## src/rtl/riscv_pkg.sv

```systemverilog
// rtl/riscv_pkg.sv - shared core types and constants used by the instruction fetch queue
package riscv_pkg;

  localparam int XLEN      = 32;
  localparam int IFQ_DEPTH = 4;

  // One fetched bundle as it travels from fetch to decode
  typedef struct packed {
    logic [31:0]     instr;
    logic [XLEN-1:0] pc;
    logic            pred_v;
    logic            pred_taken;
  } ifq_entry_t;

endpackage

```

## src/rtl/ifetch_queue.sv

```systemverilog
// rtl/ifetch_queue.sv - fetch-to-decode decoupling FIFO; IFQ_BYPASS_EN enables empty-queue bypass
module ifetch_queue
  import riscv_pkg::ifq_entry_t;
  import riscv_pkg::IFQ_DEPTH;
#(
  parameter int DEPTH = IFQ_DEPTH,
  parameter int XLEN  = riscv_pkg::XLEN
) (
  input  logic                       clk,
  input  logic                       reset,
  input  logic                       flush_v_q_i,
  input  logic                       if_valid_i,
  output logic                       if_ready_o,
  input  logic [31:0]                if_instr_i,
  input  logic [XLEN-1:0]            if_pc_i,
  input  logic                       if_pred_v_i,
  input  logic                       if_pred_taken_i,
  output logic                       dec_valid_o,
  input  logic                       dec_ready_i,
  output logic [31:0]                dec_instr_o,
  output logic [XLEN-1:0]            dec_pc_o,
  output logic                       dec_pred_v_o,
  output logic                       dec_pred_taken_o,
  output logic [$clog2(DEPTH+1)-1:0] count_o,
  output logic                       empty_o,
  output logic                       full_o
);

  localparam int PW = $clog2(DEPTH);
  localparam int CW = $clog2(DEPTH+1);

  ifq_entry_t        r_mem [DEPTH];
  logic [PW-1:0]     r_wr_ptr;
  logic [PW-1:0]     r_rd_ptr;
  logic [CW-1:0]     r_count;

  logic              w_empty;
  logic              w_full;
  logic              w_byp;
  logic              w_push;
  logic              w_pop;
  ifq_entry_t        w_in;
  ifq_entry_t        w_out;

  // Handshake decode, output muxing and the optional empty-queue bypass
  always_comb begin
    w_empty = (r_count == '0);
    w_full  = (r_count == CW'(DEPTH));
    w_in    = '{instr: if_instr_i, pc: if_pc_i, pred_v: if_pred_v_i, pred_taken: if_pred_taken_i};
`ifdef IFQ_BYPASS_EN
    w_byp   = w_empty & if_valid_i & ~flush_v_q_i & ~reset;
`else
    w_byp   = 1'b0;
`endif
    // A bypassed bundle that decode takes right away never enters the array
    w_push  = if_valid_i & ~w_full & ~flush_v_q_i & ~(w_byp & dec_ready_i);
    w_pop   = ~w_empty & dec_ready_i & ~flush_v_q_i;
    if (w_byp) begin
      w_out = w_in;
    end else if (w_empty) begin
      w_out = '0;
    end else begin
      w_out = r_mem[r_rd_ptr];
    end
  end

  assign if_ready_o       = ~w_full;
  assign dec_valid_o      = ~w_empty | w_byp;
  assign dec_instr_o      = w_out.instr;
  assign dec_pc_o         = w_out.pc;
  assign dec_pred_v_o     = w_out.pred_v;
  assign dec_pred_taken_o = w_out.pred_taken;
  assign count_o          = r_count;
  assign empty_o          = w_empty;
  assign full_o           = w_full;

  // Pointers and occupancy; flush outranks any push or pop in the same cycle
  always_ff @(posedge clk or posedge reset) begin
    if (reset) begin
      r_wr_ptr <= '0;
      r_rd_ptr <= '0;
      r_count  <= '0;
    end else if (flush_v_q_i) begin
      r_wr_ptr <= '0;
      r_rd_ptr <= '0;
      r_count  <= '0;
    end else begin
      if (w_push) r_wr_ptr <= r_wr_ptr + PW'(1);
      if (w_pop)  r_rd_ptr <= r_rd_ptr + PW'(1);
      case ({w_push, w_pop})
        2'b10:   r_count <= r_count + CW'(1);
        2'b01:   r_count <= r_count - CW'(1);
        default: r_count <= r_count;
      endcase
    end
  end

  // Entry storage as plain flops, cleared on reset so nothing stale survives
  always_ff @(posedge clk or posedge reset) begin
    if (reset) begin
      for (int i = 0; i < DEPTH; i++) r_mem[i] <= '0;
    end else if (w_push) begin
      r_mem[r_wr_ptr] <= w_in;
    end
  end

`ifndef SYNTHESIS
  // Occupancy can never exceed the number of entries
  always @(posedge clk) begin
    assert (r_count <= CW'(DEPTH)) else $error("ifetch_queue: count overflow %0d", r_count);
  end
`endif

endmodule

```

## config.mk

```make
export PLATFORM = sky130hd
export DESIGN_NAME = ifetch_queue
export DESIGN_NICKNAME = d
export VERILOG_FILES = /design/src/rtl/riscv_pkg.sv /design/src/rtl/ifetch_queue.sv
export SDC_FILE = /design/constraint.sdc
export NUM_CORES = 1
export LEC_CHECK = 0
export CELL_PAD_IN_SITES_DETAIL_PLACEMENT = 1
export CELL_PAD_IN_SITES_GLOBAL_PLACEMENT = 2
export CORE_MARGIN = 3
export CORE_UTILIZATION = 42
export CTS_CLUSTER_SIZE = 8
export DETAILED_ROUTE_END_ITERATION = 6
export GPL_TIMING_DRIVEN = 0
export PLACE_DENSITY = 0.92
export SETUP_SLACK_MARGIN = 0.1
export SYNTH_ARGS = -nofsm -noshare
export SYNTH_HDL_FRONTEND = slang
export SYNTH_SLANG_ARGS = --single-unit
```

## constraint.sdc

```tcl
create_clock -name clk -period 11.4 [get_ports clk]
set_input_delay 1.71 -clock clk [delete_from_list [all_inputs] [get_ports clk]]
set_output_delay 1.71 -clock clk [all_outputs]
set_load 0.02 [all_outputs]
```

After elaboration in Yosys (flattened, before gate mapping). Index checks and enable logic that the tools add are counted.

Register bits after elaboration: 271.

Mux-type cells: 13. Equality and inequality tests: 3. Bitwise logic cells: 9. $add $sub $neg: 4. Order comparisons: 3. Reductions and logical operators: 5.

Operators by type and width (count): 264-bit bitwise mux (1); 66-bit two-way mux (4); 66-bit binary-select mux with 2-bit select (1); 66-bit demux with 2-bit select (1); 2-bit two-way mux (4); 3-bit greater-or-equal comparator, second input constant (2); 2-bit inverter with 3-bit output (2); 3-bit one-hot mux with 2 select lines (1); 2-bit by 1-bit adder with 2-bit output, second input constant (2); 1-bit bitwise AND (4); 2-bit nonzero test (2); 3-bit by 1-bit adder with 3-bit output, second input constant (1); 3-bit == test, second input constant (1); 3-bit zero test (1); 3-bit by 1-bit < comparator with 1-bit output, second input constant (1); 3-bit two-way mux (1); 1-bit inverter (3); 3-bit nonzero test (1); 3-bit by 1-bit subtractor with 3-bit output, second input constant (1); 2-bit by 1-bit == test with 1-bit output, second input constant (1); 2-bit == test, second input constant (1); 1-bit logical AND (1).

Depth between registers and ports, before layout. Gate-level depths: netlist of run 1.

Word-level depth: 7. Gate-level depth with buffers: 8.

Worst setup path after synthesis of run 1. Ideal clock, no wire load.

Path kind: register to output. From: reg r_rd_ptr[0]. To: out dec_instr_o[10]. Path slack: 8107 ps. Data arrival time: 1583 ps. Cell stages (with the launch flop): 6. Cells stage by stage: dfrtp_1 -> clkbuf_1 -> buf_6 -> buf_4 -> mux4_2 -> and2_1.

Word-level cells in the longest chain between the ends: 5.

Ends and longest elaborated chain: from (decl) (RTL line ifetch_queue.sv:34) `logic [PW-1:0] r_rd_ptr;`; from (signal assigned) (RTL line ifetch_queue.sv:89) `if (w_pop) r_rd_ptr <= r_rd_ptr + PW'(1);`; 2-bit inverter with 3-bit output (implied by the code) (RTL line ifetch_queue.sv:63) `w_out = r_mem[r_rd_ptr];`; 66-bit binary-select mux with 2-bit select (RTL line ifetch_queue.sv:63); 66-bit two-way mux (implied by the code) (2 in series) (RTL line ifetch_queue.sv:63); 66-bit two-way mux (RTL line ifetch_queue.sv:60) `end else if (w_empty) begin`; to (decl) (RTL line ifetch_queue.sv:20) `output logic [31:0] dec_instr_o,`.

No other way between the ends. The select of a mux whose other input is x is not followed.

Final worst setup path of run 1.
From: reg r_count[2], in the netlist count_o[2]. To: out dec_instr_o[9].

Word-level cells in the longest chain between the ends: 2.

Ends and longest elaborated chain: from (decl) (RTL line ifetch_queue.sv:35) `logic [CW-1:0] r_count;`; from (signal assigned) (RTL line ifetch_queue.sv:91) `2'b10: r_count <= r_count + CW'(1);`; from (signal assigned) (RTL line ifetch_queue.sv:92) `2'b01: r_count <= r_count - CW'(1);`; from (signal assigned) (RTL line ifetch_queue.sv:93) `default: r_count <= r_count;`; 3-bit zero test (RTL line ifetch_queue.sv:47) `w_empty = (r_count == '0);`; 66-bit two-way mux (RTL line ifetch_queue.sv:60).

No other way between the ends.

==> results of run 1 <==
==> power groups by stage <==
| stage | clock network (W) | registers, W | logic, W |
|---|---|---|---|
| after global routing | 0.00109 | 0.00152 | 0.00137 |
| after floorplan | 0 | 0.00142 | 0.000917 |
| after CTS | 0.00103 | 0.00147 | 0.00130 |
| after detailed placement | 0 | 0.00148 | 0.00129 |
| after global placement | 0 | 0.00146 | 0.00125 |
| final | 0.00101 | 0.00147 | 0.00128 |
==> routing by layer <==
| metal | part of all wire (%) | vias up | track usage, % |
|---|---|---|---|
| li1 | - | 3206 | - |
| met1 | 46 | 3920 | 26.0 |
| met2 | 49 | 139 | 30.5 |
| met3 | 4.0 | 37 | 3.26 |
| met4 | 1.4 | 2 | 3.78 |
| met5 | 0.043 | - | 0 |
==> per-stage QoR <==
| step | TNS [ns] | area (µm²) | worst slack, ns | power (W) | util [%] |
|---|---|---|---|---|---|
| finish | 0 | 16300 | 6.30 | 0.00376 | 52.8 |
| global route | 0 | 16300 | 6.10 | 0.00397 | 52.8 |
| CTS | 0 | 16300 | 6.23 | 0.00381 | 52.8 |
| detailed placement | 0 | 15300 | 6.79 | 0.00277 | 49.5 |
| global placement | -343.67 | 15200 | -1.29 | 0.00272 | 49.3 |
| floorplan | 0 | 13300 | 2.22 | 0.00233 | - |
==> cell type report <==
type / count / area share, %
well taps: 396 / 3.04
flip-flops and latches: 271 / 41.6
repair buffers: 144 / 9.05
clock buffers: 41 / 6.16
plain buffers: 57 / 3.73
clock inverters: 2 / 0.153
inverters: 7 / 0.207
multi-input cells: 447 / 36.1
==> registers in the layout (all words and copies together) (netlist names) <==
register,flops
count_o,3
r_mem,264
r_rd_ptr,2
r_wr_ptr,2
==> cell usage in the layout, fill, tap and decap left out, types with 13 or more instances in the layout <==
master | netlist | routed
and2_1 | 67 | 67
buf_12 | 20 | 20
buf_2 | 13 | 13
clkbuf_1 | 12 | 13
clkbuf_16 | 0 | 40
clkdlybuf4s50_1 | 0 | 142
dfrtp_1 | 271 | 271
mux2_2 | 104 | 104
mux2_4 | 160 | 160
mux4_2 | 66 | 66
==> cells by family after synthesis <==
family / count (synthesis)
flops: 271
fa+ha+maj: 5
compound gates: 18
xor+xnor: 3
mux: 331
simple gates: 90
buf+inv: 64
==> path summary, 6_finish.rpt <==
check,endpoint,start
worst min register to register,r_mem[57]$_DFFE_PP0P_,r_mem[57]$_DFFE_PP0P_
worst min-delay path,r_mem[57]$_DFFE_PP0P_,r_mem[57]$_DFFE_PP0P_
worst max register to register,count_o[1]$_DFFE_PP0P_,count_o[0]$_DFFE_PP0P_
worst max-delay path,dec_instr_o[9],count_o[2]$_DFFE_PP0P_
max in group asynchronous,r_mem[169]$_DFFE_PP0P_,reset
min in group asynchronous,r_mem[135]$_DFFE_PP0P_,reset
==> critical path: cells and delay by family, from the launching register on <==
family	cells	cell delay (ns)
buffers and inverters	4	1.87
and+or+nand+nor	2	0.65
DFF	1	0.35
==> flow_summary_export.csv, run 1 <==
group,metric,value,unit
drt,drc_errors,0,
die,rows,64,
drt,routed_wl,30500,µm
critical_path,cpMaxStageDelayCell,"clkbuf_1",
sta,period_needed,5.10,ns
clocking,clk_latency,0.51,ns
critical_path,slowest_delay,0.61,ns
clocking,cts.sinks,271,
finish,drive_above_1_share,43.9,%
critical_path,cp_data_required_time,9.69,ns
status,status,"finished, final reports clean",
critical_path,arrival,3.39,ns
sta,skew,0.0154,ns
global_routing,antenna_found_initial,1,
finish,multi_input_area,0.00589,mm²
global_routing,grt_pass1_wl,49100,µm
sta,rsz0062_at_grt,"no",
min_path,min_path_cells,1,
logic_synthesis,synth_most_common_cell,"dfrtp_1",
logic_synthesis,synth_adder_area_share,0.527,%
finish,finalNetCount,1043,
sta,post-route-period-util,44.7,%
die,initial_core_util,43.1,%
critical_path,path_cells,"buf_2 -> or3_1 -> clkbuf_1 -> clkbuf_1 -> and2_1 -> clkdlybuf4s50_1",
power_and_ir_drop,p_per_area,230,mW/mm²
sta,fmax,196,MHz
critical_path,start_kind,"register",
drt,drt_iter0_markers,256,
clocking,numCtsBuffers,39,
finish,area_delta_synth_final,22.6,%
global_routing,grt-ovfl-total,0,
die,num_io_pins,144,
place,numPortBuffers,142,
critical_path,rrSetupSlack,9.06,ns
finish,n_antenna_cell,0,
critical_path,cp_max_fo,10,
sta,worst_pin_slew,0.734,ns
logic_synthesis,synth_compound_area_share,0.865,%
power_and_ir_drop,comb_power_share,34.0,%
die,die_h,184,µm
sta,setup_viol,0,
die,die-area,0.0339,mm²
logic_synthesis,synth-seq-area-share,51.0,%
place,hpwl,20100,µm
logic_synthesis,ys_async_sr_fraction,100,%
power_and_ir_drop,p_int,0.00270,W
global_routing,grt_max_degree,101,
clocking,cts_hold_buffers,0,
flow_run,max-cap-violations,0,
sta,final-max-slew-violation-count,0,
drt,viasPerCell,5.35,
logic_synthesis,ys_warn_count,0,
clocking,cts_resized,0,
clocking,cts_tree,"yes",
logic_synthesis,synth-simple-area-share,4.59,%
power_and_ir_drop,p_sw_share,28.0,%
sta,slew_headroom,51.1,%
logic_synthesis,synth.top_cell.area_share,51.0,%
logic_synthesis,synth_top_area_cell,"dfrtp_1",
drt,detailroute.via_count,7304,
sta,hold_viol,0,
power_and_ir_drop,vdd_drop_max,0.000128,V
clocking,htree_levels,2,
power_and_ir_drop,power.clock.fraction,26.8,%
die,fp.dieW,184,µm
critical_path,end_kind,"primary output",
logic_synthesis,yosys-top-cells-area,"dfrtp_1, mux2_4, mux4_2",
power_and_ir_drop,p_switching,0.00105,W
critical_path,crit_top_cell,"clkbuf_1",
finish,finalNonFillerCells,1365,
min_path,hold_path.class,"register to register",
logic_synthesis,synth_nets,858,
logic_synthesis,synth_top_family_by_area,"multiplexers",
sta,holdWs,0.499,ns
logic_synthesis,avgSynthCellArea,17.0,µm²
power_and_ir_drop,seqPwrFrac,39.3,%
logic_synthesis,synth_edf_count,0,
logic_synthesis,netlist_area,0.0133,mm²
die,core_area,0.0309,mm²
power_and_ir_drop,p_leak,7.55,nW
drt,first_pass_iters,6,
global_routing,first_global_vias,8431,
critical_path,critical_path_class,"register to primary output",
logic_synthesis,synth_xor_area_share,0.197,%
drt,wire_per_inst,22.3,µm
logic_synthesis,synthCells,782,
logic_synthesis,synth_common_cells,"dfrtp_1, mux2_4, mux2_2",
finish,fill_cells,2889,
clocking,clockBufferDepth,3,
critical_path,reg2reg_depth,7,
place,dp_cells,1322,
place,gp_congestion,0.737,
logic_synthesis,synth-seq-cells,271,
drt,ant_nets,0,
clocking,post_cts.repair.setup_buffers,0,
global_routing,grt_usage,18.5,%
clocking,cts_root_buf,"clkbuf_16",
logic_synthesis,ys_types,40,
logic_synthesis,synth_mux_area_share,38.1,%
logic_synthesis,synth-main-ff-cell,"dfrtp_1",
finish,seqCellArea,0.00678,mm²
clocking,clk_pin_slew,0.05,ns
No activity file was read; power rests on OpenSTA's default activity.
==> run 2: changes to the inputs <==
==> constraint.sdc (replaced) <==
create_clock -name clk -period 4.77 [get_ports clk]
set_input_delay 0.7155 -clock clk [delete_from_list [all_inputs] [get_ports clk]]
set_output_delay 0.7155 -clock clk [all_outputs]
set_load 0.02 [all_outputs]
==> run 2 against run 1 <==
  * Global-route usage increased by 0.68 points
  * Worst setup slack got worse by 5.5 ns
  * Cell count increased by 0.44%
  * Sequential cell count unchanged
  * Non-clock buffer count increased by 6
  * Critical endpoint is now dec_instr_o[7]
  * Clock power increased by 140%
  * Final area increased by 0.67%
  * Worst hold slack improved by 0.00061 ns
  * Register-to-register slack got worse by 6.6 ns
  * Die area unchanged
  * Critical path type unchanged
  * Clock-buffer cell count unchanged
  * First-iteration DRC count increased by 27%
==> flow_summary_export.csv, run 2 (synthesis gave the netlist of run 1 again) <==
group,metric,value,unit
status,status,"finished, final reports clean",
die,rows,64,
critical_path,reg2reg_to,"count_o[1]$_DFFE_PP0P_",
critical_path,startpoint,"count_o[2]$_DFFE_PP0P_",
finish,finalNonFillerCells,1371,
clocking,cts_resized,0,
critical_path,cp_max_fo,10,
drt,first_pass_iters,4,
finish,largest_register_ffs,264,
finish,seqCellArea,0.00678,mm²
critical_path,rrSetupSlack,2.44,ns
die,core_area,0.0309,mm²
die,num_io_pins,144,
clocking,numCtsBuffers,39,
clocking,clk_latency,0.52,ns
critical_path,cpMaxStageDelayCell,"clkdlybuf4s50_1",
sta,skew,0.0193,ns
global_routing,grt_usage,19.2,%
global_routing,grt_max_degree,41,
power_and_ir_drop,p_leak,7.60,nW
place,numPortBuffers,142,
place,place_area,0.0154,mm²
finish,fill_cells,2866,
critical_path,start_kind,"register",
sta,worst_pin_slew,0.579,ns
flow_run,max-cap-violations,0,
sta,setup_viol,0,
sta,post-route-period-util,83.2,%
sta,rsz0062_at_grt,"no",
sta,hold_viol,0,
critical_path,crit_path_end,"dec_instr_o[7]",
global_routing,first_global_vias,8588,
finish,area_delta_synth_final,23.4,%
sta,final-max-slew-violation-count,0,
global_routing,antenna_found_initial,2,
critical_path,reg2reg_depth,7,
place,gp_congestion,0.733,
min_path,hold_path.class,"register to register",
power_and_ir_drop,p_total,0.00904,W
critical_path,critical_path_class,"register to primary output",
critical_path,cp_data_required_time,4.05,ns
die,initial_core_util,43.1,%
finish,utilization,53.1,%
drt,drc_errors,0,
finish,n_antenna_cell,0,
sta,period_needed,3.97,ns
drt,drt_iter0_markers,324,
critical_path,cp.depth,6,
finish,design_area,0.0164,mm²
place,dp_cells,1328,
min_path,min_path_cells,1,
die,die-area,0.0339,mm²
global_routing,grt_pass1_wl,50800,µm
critical_path,critPathTopFamily,"buffers and inverters",
critical_path,slowest_delay,0.62,ns
drt,wire_per_inst,22.5,µm
global_routing,grt-ovfl-total,0,
clocking,cts.sinks,271,
clocking,cts_root_buf,"clkbuf_16",
finish,final_common_cell,"dfrtp_1",
critical_path,critPathBufInv,4,
finish,drive_above_1_share,44.2,%
power_and_ir_drop,p_per_area,550,mW/mm²
sta,fmax,252,MHz
drt,ant_nets,0,
clocking,cts_hold_buffers,0,
die,die_h,184,µm
clocking,cts_tree,"yes",
critical_path,crit_top_cell,"clkbuf_1",
die,fp.dieW,184,µm
critical_path,end_kind,"primary output",
clocking,post_cts.repair.setup_buffers,0,
critical_path,path_cells,"buf_2 -> or3_1 -> clkbuf_1 -> clkbuf_1 -> and2_1 -> clkdlybuf4s50_1",
finish,largest_register,"r_mem",
clocking,clk_pin_slew,0.05,ns
critical_path,arrival,3.25,ns
clocking,htree_levels,2,
drt,routed_wl,30900,µm
clocking,clockBufferDepth,3,
drt,viasPerCell,5.36,
sta,slew_headroom,61.4,%
finish,finalNetCount,1049,
finish,multi_input_area,0.00589,mm²
finish,mostFrequentLayoutCells,"dfrtp_1, mux2_4, clkdlybuf4s50_1",
critical_path,r2r_start,"count_o[0]$_DFFE_PP0P_",
drt,detailroute.via_count,7346,
power_and_ir_drop,vdd_drop_max,0.000277,V
place,hpwl,20700,µm
==> run 2: cell count changes in the layout (fill, tap and decap cells not counted), sizes merged <==
cell	delta
clkinvlp	+1
inv	-1
buf	+6
==> run 2: worst min path at each step <==
stage	start	to	slack, ns
2_1_floorplan	r_mem[116]$_DFFE_PP0P_	r_mem[116]$_DFFE_PP0P_	0.47
3_3_place_gp	r_mem[59]$_DFFE_PP0P_	r_mem[59]$_DFFE_PP0P_	0.48
3_5_place_dp	r_mem[39]$_DFFE_PP0P_	r_mem[39]$_DFFE_PP0P_	0.49
4_1_cts	r_mem[120]$_DFFE_PP0P_	r_mem[120]$_DFFE_PP0P_	0.50
5_1_grt	r_mem[46]$_DFFE_PP0P_	r_mem[46]$_DFFE_PP0P_	0.51
6_report	r_mem[118]$_DFFE_PP0P_	r_mem[118]$_DFFE_PP0P_	0.50
==> run 2: through the flow <==
stage	worst slack [ns]	hold slack (ns)	setup TNS, ns
after floorplan	0.473	0.474	0
after global placement	-1.53	0.481	-409.87
after detailed placement	1.26	0.491	0
after CTS	0.672	0.502	0
after global routing	0.516	0.510	0
final	0.802	0.500	0
==> run 2: layout make-up <==
cell class	instances	area share, %
buffer	57	3.70
clock buffer	41	6.12
clock inverter	2	0.152
inverter	7	0.183
multi-input combinational	447	35.9
sequential	271	41.3
tap	396	3.02
timing repair buffer	150	9.67
==> run 2: worst register-to-register path: cells and delay by family, from the launching register on <==
family	cells	cell delay, ns
AOI/OAI and AO/OA	4	0.56
adders and majority gates	1	0.50
buffers and inverters	1	0.43
DFF	1	0.45
and+or+nand+nor	1	0.26
==> run 2: where the power goes <==
part,internal (W),switching [W],leakage [nW]
combinational,0.00191,0.00115,3.68
sequential,0.00309,0.000448,3.41
clock,0.00147,0.000959,0.506
total,0.00647,0.00256,7.60
==> run 2: layer usage <==
metal / routed length, µm / vias to the layer above / global-route usage [%]
met5: 20 / - / 0
met4: 476 / 2 / 3.90
met3: 1300 / 44 / 3.32
met2: 15100 / 166 / 31.8
met1: 14000 / 3920 / 26.8
li1: - / 3214 / -
